==> config.mk <==
export PLATFORM = sky130hd
export DESIGN_NAME = instr_fetch
export DESIGN_NICKNAME = d
export VERILOG_FILES = /design/src/rtl/instr_fetch_pkg.sv /design/src/rtl/instr_fetch_pc_reg.sv /design/src/rtl/instr_fetch.sv
export SDC_FILE = /design/constraint.sdc
export NUM_CORES = 1
export LEC_CHECK = 0
export CORE_AREA = 2 2 111 113
export DETAILED_ROUTE_END_ITERATION = 7
export DIE_AREA = 0 0 113 115
export HOLD_SLACK_MARGIN = 0.05
export MAX_ROUTING_LAYER = met4
export PLACE_DENSITY = 0.81
export SYNTH_ARGS = -nofsm -noshare
export SYNTH_HDL_FRONTEND = slang
export SYNTH_SLANG_ARGS = --single-unit
==> constraint.sdc <==
create_clock -name clk_i -period 2.4 [get_ports clk_i]
set_clock_uncertainty 0.2 [all_clocks]
set_input_delay 0.36 -clock clk_i [delete_from_list [all_inputs] [get_ports clk_i]]
set_output_delay 0.36 -clock clk_i [all_outputs]
set_load 0.05 [all_outputs]
==> src/rtl/instr_fetch_pkg.sv <==
// Shared types and constants for the instruction fetch unit: FSM encoding,
// reset PC, opcode field bounds and the sequential PC step.
package instr_fetch_pkg;

  typedef enum logic [1:0] {
    ST_REQ   = 2'd0,
    ST_WAIT  = 2'd1,
    ST_OUT   = 2'd2,
    ST_DRAIN = 2'd3
  } state_e;

  localparam logic [31:0] RESET_PC_DEFAULT = 32'h0000_0000;
  localparam int          OP_MSB           = 31;
  localparam int          OP_LSB           = 26;
  localparam logic [31:0] PC_INC           = 32'd4;

  // Fetch addresses are always word aligned.
  function automatic logic [31:0] word_align(input logic [31:0] addr);
    return {addr[31:2], 2'b00};
  endfunction

endpackage

==> src/rtl/instr_fetch_pc_reg.sv <==
// Program counter register: async active-low reset, load of an aligned
// target (priority) or sequential increment, wrapping modulo 2^32.
module pc_reg
  import instr_fetch_pkg::*;
#(
  parameter logic [31:0] RESET_PC = RESET_PC_DEFAULT
) (
  input  logic        clk_i,
  input  logic        rst_i,
  input  logic        load_i,
  input  logic [31:0] load_val_i,
  input  logic        inc_i,
  output logic [31:0] pc_o
);

  logic [31:0] pc_d, pc_q;

  always_comb begin
    pc_d = pc_q;
    if (load_i) begin
      pc_d = word_align(load_val_i);
    end else if (inc_i) begin
      pc_d = pc_q + PC_INC;
    end
  end

  always_ff @(posedge clk_i or negedge rst_i) begin
    if (!rst_i) begin
      pc_q <= word_align(RESET_PC);
    end else begin
      pc_q <= pc_d;
    end
  end

  assign pc_o = pc_q;

endmodule

==> src/rtl/instr_fetch.sv <==
// Single-outstanding-request instruction fetch FSM with an IF/ID holding
// register and branch/jump redirect handling.
module instr_fetch
  import instr_fetch_pkg::*;
#(
  parameter logic [31:0] RESET_PC = RESET_PC_DEFAULT
) (
  input  logic        clk_i,
  input  logic        rst_i,
  output logic        imem_req_o,
  output logic [31:0] imem_addr_o,
  input  logic        imem_gnt_i,
  input  logic        imem_rvalid_i,
  input  logic [31:0] imem_rdata_i,
  output logic        instr_valid_o,
  output logic [31:0] instr_o,
  output logic [5:0]  instr_op_o,
  output logic [31:0] pc_plus4_o,
  input  logic        instr_ready_i,
  input  logic        redirect_i,
  input  logic [31:0] redirect_pc_i,
  output state_e      dbg_state_o
);

  // Decode handshake: an instruction transfers on a rising edge where
  // instr_valid_o and instr_ready_i are both high; instr_o/pc_plus4_o hold until then.

  state_e      state_d, state_q;
  logic [31:0] instr_d, instr_q;
  logic [31:0] pc_plus4_d, pc_plus4_q;
  logic [31:0] pc;
  logic        pc_load, pc_inc;

  pc_reg #(.RESET_PC(RESET_PC)) u_pc_reg (
    .clk_i      (clk_i),
    .rst_i      (rst_i),
    .load_i     (pc_load),
    .load_val_i (redirect_pc_i),
    .inc_i      (pc_inc),
    .pc_o       (pc)
  );

  always_comb begin
    state_d    = state_q;
    instr_d    = instr_q;
    pc_plus4_d = pc_plus4_q;
    pc_load    = 1'b0;
    pc_inc     = 1'b0;
    case (state_q)
      ST_REQ: begin
        if (redirect_i) begin
          pc_load = 1'b1;
          // A granted request is already in flight; its response must be drained.
          state_d = imem_gnt_i ? ST_DRAIN : ST_REQ;
        end else if (imem_gnt_i) begin
          state_d = ST_WAIT;
        end
      end
      ST_WAIT: begin
        if (redirect_i) begin
          pc_load = 1'b1;
          state_d = imem_rvalid_i ? ST_REQ : ST_DRAIN;
        end else if (imem_rvalid_i) begin
          instr_d    = imem_rdata_i;
          pc_plus4_d = pc + PC_INC;
          state_d    = ST_OUT;
        end
      end
      ST_OUT: begin
        if (redirect_i) begin
          pc_load = 1'b1;
          state_d = ST_REQ;
        end else if (instr_ready_i) begin
          pc_inc  = 1'b1;
          state_d = ST_REQ;
        end
      end
      ST_DRAIN: begin
        pc_load = redirect_i;
        if (imem_rvalid_i) begin
          state_d = ST_REQ;
        end
      end
      default: state_d = ST_REQ;
    endcase
  end

  always_ff @(posedge clk_i or negedge rst_i) begin
    if (!rst_i) begin
      state_q    <= ST_REQ;
      instr_q    <= '0;
      pc_plus4_q <= '0;
    end else begin
      state_q    <= state_d;
      instr_q    <= instr_d;
      pc_plus4_q <= pc_plus4_d;
    end
  end

  // Reset state is REQ, so the request is gated until reset is released.
  assign imem_req_o    = rst_i && (state_q == ST_REQ);
  assign imem_addr_o   = pc;
  assign instr_valid_o = (state_q == ST_OUT);
  assign instr_o       = instr_q;
  assign instr_op_o    = instr_q[OP_MSB:OP_LSB];
  assign pc_plus4_o    = pc_plus4_q;
  assign dbg_state_o   = state_q;

endmodule

==> results of run 1 <==
==> Yosys cell counts (2+ instances only) <==
| master | number | area share |
|---|---|---|
| nor3_1 | 5 | 0.0053 |
| nand3_1 | 12 | 0.013 |
| nand2_1 | 138 | 0.11 |
| xnor2_1 | 15 | 0.028 |
| or3_1 | 13 | 0.017 |
| and3_1 | 4 | 0.0053 |
| buf_6 | 2 | 0.0047 |
| nand3b_1 | 2 | 0.0032 |
| o41ai_1 | 3 | 0.0055 |
| inv_1 | 4 | 0.0032 |
| o31a_1 | 2 | 0.0037 |
| or2_2 | 2 | 0.0026 |
| buf_1 | 2 | 0.0016 |
| o31ai_1 | 22 | 0.035 |
| or4_1 | 29 | 0.046 |
| o21ai_0 | 34 | 0.036 |
| nor2_1 | 38 | 0.030 |
| nand4_1 | 10 | 0.013 |
| dfrtp_1 | 94 | 0.50 |
| nor4_1 | 6 | 0.0079 |
| and4_1 | 2 | 0.0037 |
| a31oi_1 | 36 | 0.047 |
| xor2_1 | 6 | 0.011 |
| clkbuf_1 | 33 | 0.026 |
| or4b_1 | 2 | 0.0042 |
| buf_4 | 10 | 0.016 |
| buf_2 | 5 | 0.0053 |
==> final timing paths <==
path	from	endpoint	slack, ns
min reg2reg	instr_o[15]	instr_o[15]	0.28
max in group asynchronous	rst_i	u_pc_reg.pc_o[12]	1.15
min in group asynchronous	rst_i	pc_plus4_o[30]	0.38
max reg2reg	u_pc_reg.pc_o[2]	u_pc_reg.pc_o[18]	0.04
max	u_pc_reg.pc_o[2]	u_pc_reg.pc_o[18]	0.04
min	instr_o[15]	instr_o[15]	0.28
==> final cells by class <==
| class | instances | area, um2 | area share |
|---|---|---|---|
| Timing Repair Buffer | 200 | 1960 | 0.278 |
| Tap cell | 147 | 184 | 0.0260 |
| Inverter | 4 | 15.0 | 0.00212 |
| Clock inverter | 6 | 119 | 0.0168 |
| Sequential cell | 94 | 2380 | 0.337 |
| Clock buffer | 10 | 229 | 0.0324 |
| Multi-Input combinational cell | 396 | 2180 | 0.308 |
==> kinds of logic (layout without fill, tap and decap cells) <==
family,count (synthesis),in the layout,synth area share
simple gates,270,270,0.272
compound gates,99,99,0.131
flops,94,94,0.495
buf+inv,57,220,0.0577
xor+xnor,21,21,0.0387
fa+ha+maj,1,1,0.00263
other cells,1,4,0.000789
mux,1,1,0.00211
==> routing by layer <==
layer / wire length [um] / track usage
met2: 6500 / 0.319
met1: 5790 / 0.290
met3: 971 / 0.0253
met4: 446 / 0.0976
met5: 0 / -
==> sequential cells by signal (all words and copies together), names as in the netlist <==
register / count
dbg_state_o: 2
instr_o: 32
pc_plus4_o: 30
u_pc_reg.pc_o: 30
==> worst reg2reg max path: stages, from the launching register on <==
cell,delay [ns]
dfrtp_2,0.39
ha_4,0.16
nand4_1,0.20
or4_4,0.63
or4_4,0.53
a31oi_1,0.17
==> repair_timing <==
action | CTS | global route
setup buffers | 0 | 1
setup endpoints to repair | 0 | 3
hold buffers | 1 | 0
hold endpoints to repair | 94 | 0
gates resized for setup | 0 | 2
==> report_power, final <==
part	internal (mW)	switching [mW]
Combinational	1.53	3.17
Sequential	2.15	0.372
Clock	1.03	0.625
Total	4.72	4.17
==> per-stage QoR <==
stage	total power, mW	TNS [ns]	area, um2	hold slack, ns
6_report	8.88	0	7070	0.276
5_1_grt	9.28	-0.0762	7070	0.303
4_1_cts	8.94	0	7050	0.280
3_5_place_dp	7.27	-1.08	6700	0.265
3_3_place_gp	7.18	-0.629	6700	0.258
2_1_floorplan	5.57	-0.0447	4860	-0.136
==> metrics.txt, run 1 <==
status finished with violations; failing checks DRC; Max Root-Sink Buffers 2; Layout Utilization 0.598; Top delay family on crit path simple AND/OR/NAND/NOR gates; Critical Path Slowest Stage Cell or4_4; Detailed Place HPWL 9940 um; cell with the most instances on the worst path or4_4; Setup crit end kind flop; Layout Cells excl Fill 857; worst vdd ir 0.566 mV; clk slew on worst S/H paths 0.07 ns; Max Freq 0.423 GHz; clock latency at the later pin of the worst-skew pair 0.34 ns; Leakage 2.83 nW; power density over the cells 1260 nW/um2; setup ws final 0.0366 ns; ys async rst share 1.00; Placed Cells 839; startpoint types flop; vias per inst 5.53; slew of the pin with the lowest slew margin 0.559 ns; max-slew violations 0; syn avg cell area 8.73 um2; most frequent cells in the layout clkdlybuf4s50_1, nand2_1, dfrtp_1; CP Buf/Inv Count 0; TritonCTS clock tree built; flops & latches, synth 94; die area 13000 um2; FILL cells 989; most common cell after layout, fill and taps aside clkdlybuf4s50_1; GRT Util Overall 0.213; Hold Crit Depth 2; core area 11800 um2; Hold WC Path Type reg -> reg; H-tree depth 3; RSZ-0062 raised after global routing yes; first-pass GRT wire length 21600 um; CP cell instances ha_4 -> nand4_1 -> or4_4 -> or4_4 -> a31oi_1; max-cap check violation count 0; initial antenna violation count 0; Iter 0 DRT Violations 515; Setup CP Type reg -> reg; drt first pass iters 7; I/O pin cnt 176; Post-Synthesis Cells 544; drt total wl 13700 um; largest net degree at the start of global routing 95; final critical-path required period 2.36 ns; ant diodes 0; period utilization 0.985; post-synth cell types 40; Req. time, crit path 2.46 ns; cts bufs inserted 9; P&R area growth vs syn 48.7%; die height 115 um; Initial Utilization 0.402; PortBufs 169; Max FO, Critical Path 7; reg2reg path depth 5; DR DRC count 11; share of layout cells above drive strength 1 0.117; routed len/inst 16.0 um; pre-CTS WS -0.236 ns; yosys warns 0; Stages on worst setup path 5; Post-synth EDFFs 0; Congestion Overflow GR 0; clk sinks 94; GP Congestion 0.908; slowest stage delay, CP 0.63 ns; register area share after synthesis 0.495; nets 776; mapped cell area 4750 um2; Setup Viol. Count Final 0; top_reg_cell synth dfrtp_1; Rel. slew slack 0.626; row count 40; crit path DAT 2.42 ns; via count 4735; die width 113 um; root buffer cell clkbuf_16; vias in the first global route 4311; antenna viol nets, final 0; Fin. Hold Viols 0
No activity file was read; power rests on OpenSTA's default activity.
==> inputs of run 2 (changes only) <==
--- a/config.mk
+++ b/config.mk
@@ -6,6 +6,7 @@
 export NUM_CORES = 1
 export LEC_CHECK = 0
 export CORE_AREA = 2 2 111 113
+export CTS_CLUSTER_DIAMETER = 60
 export DETAILED_ROUTE_END_ITERATION = 7
 export DIE_AREA = 0 0 113 115
 export HOLD_SLACK_MARGIN = 0.05
==> results of run 2 <==
Same layout as run 1: the final DEF is identical, and so are final timing and power.
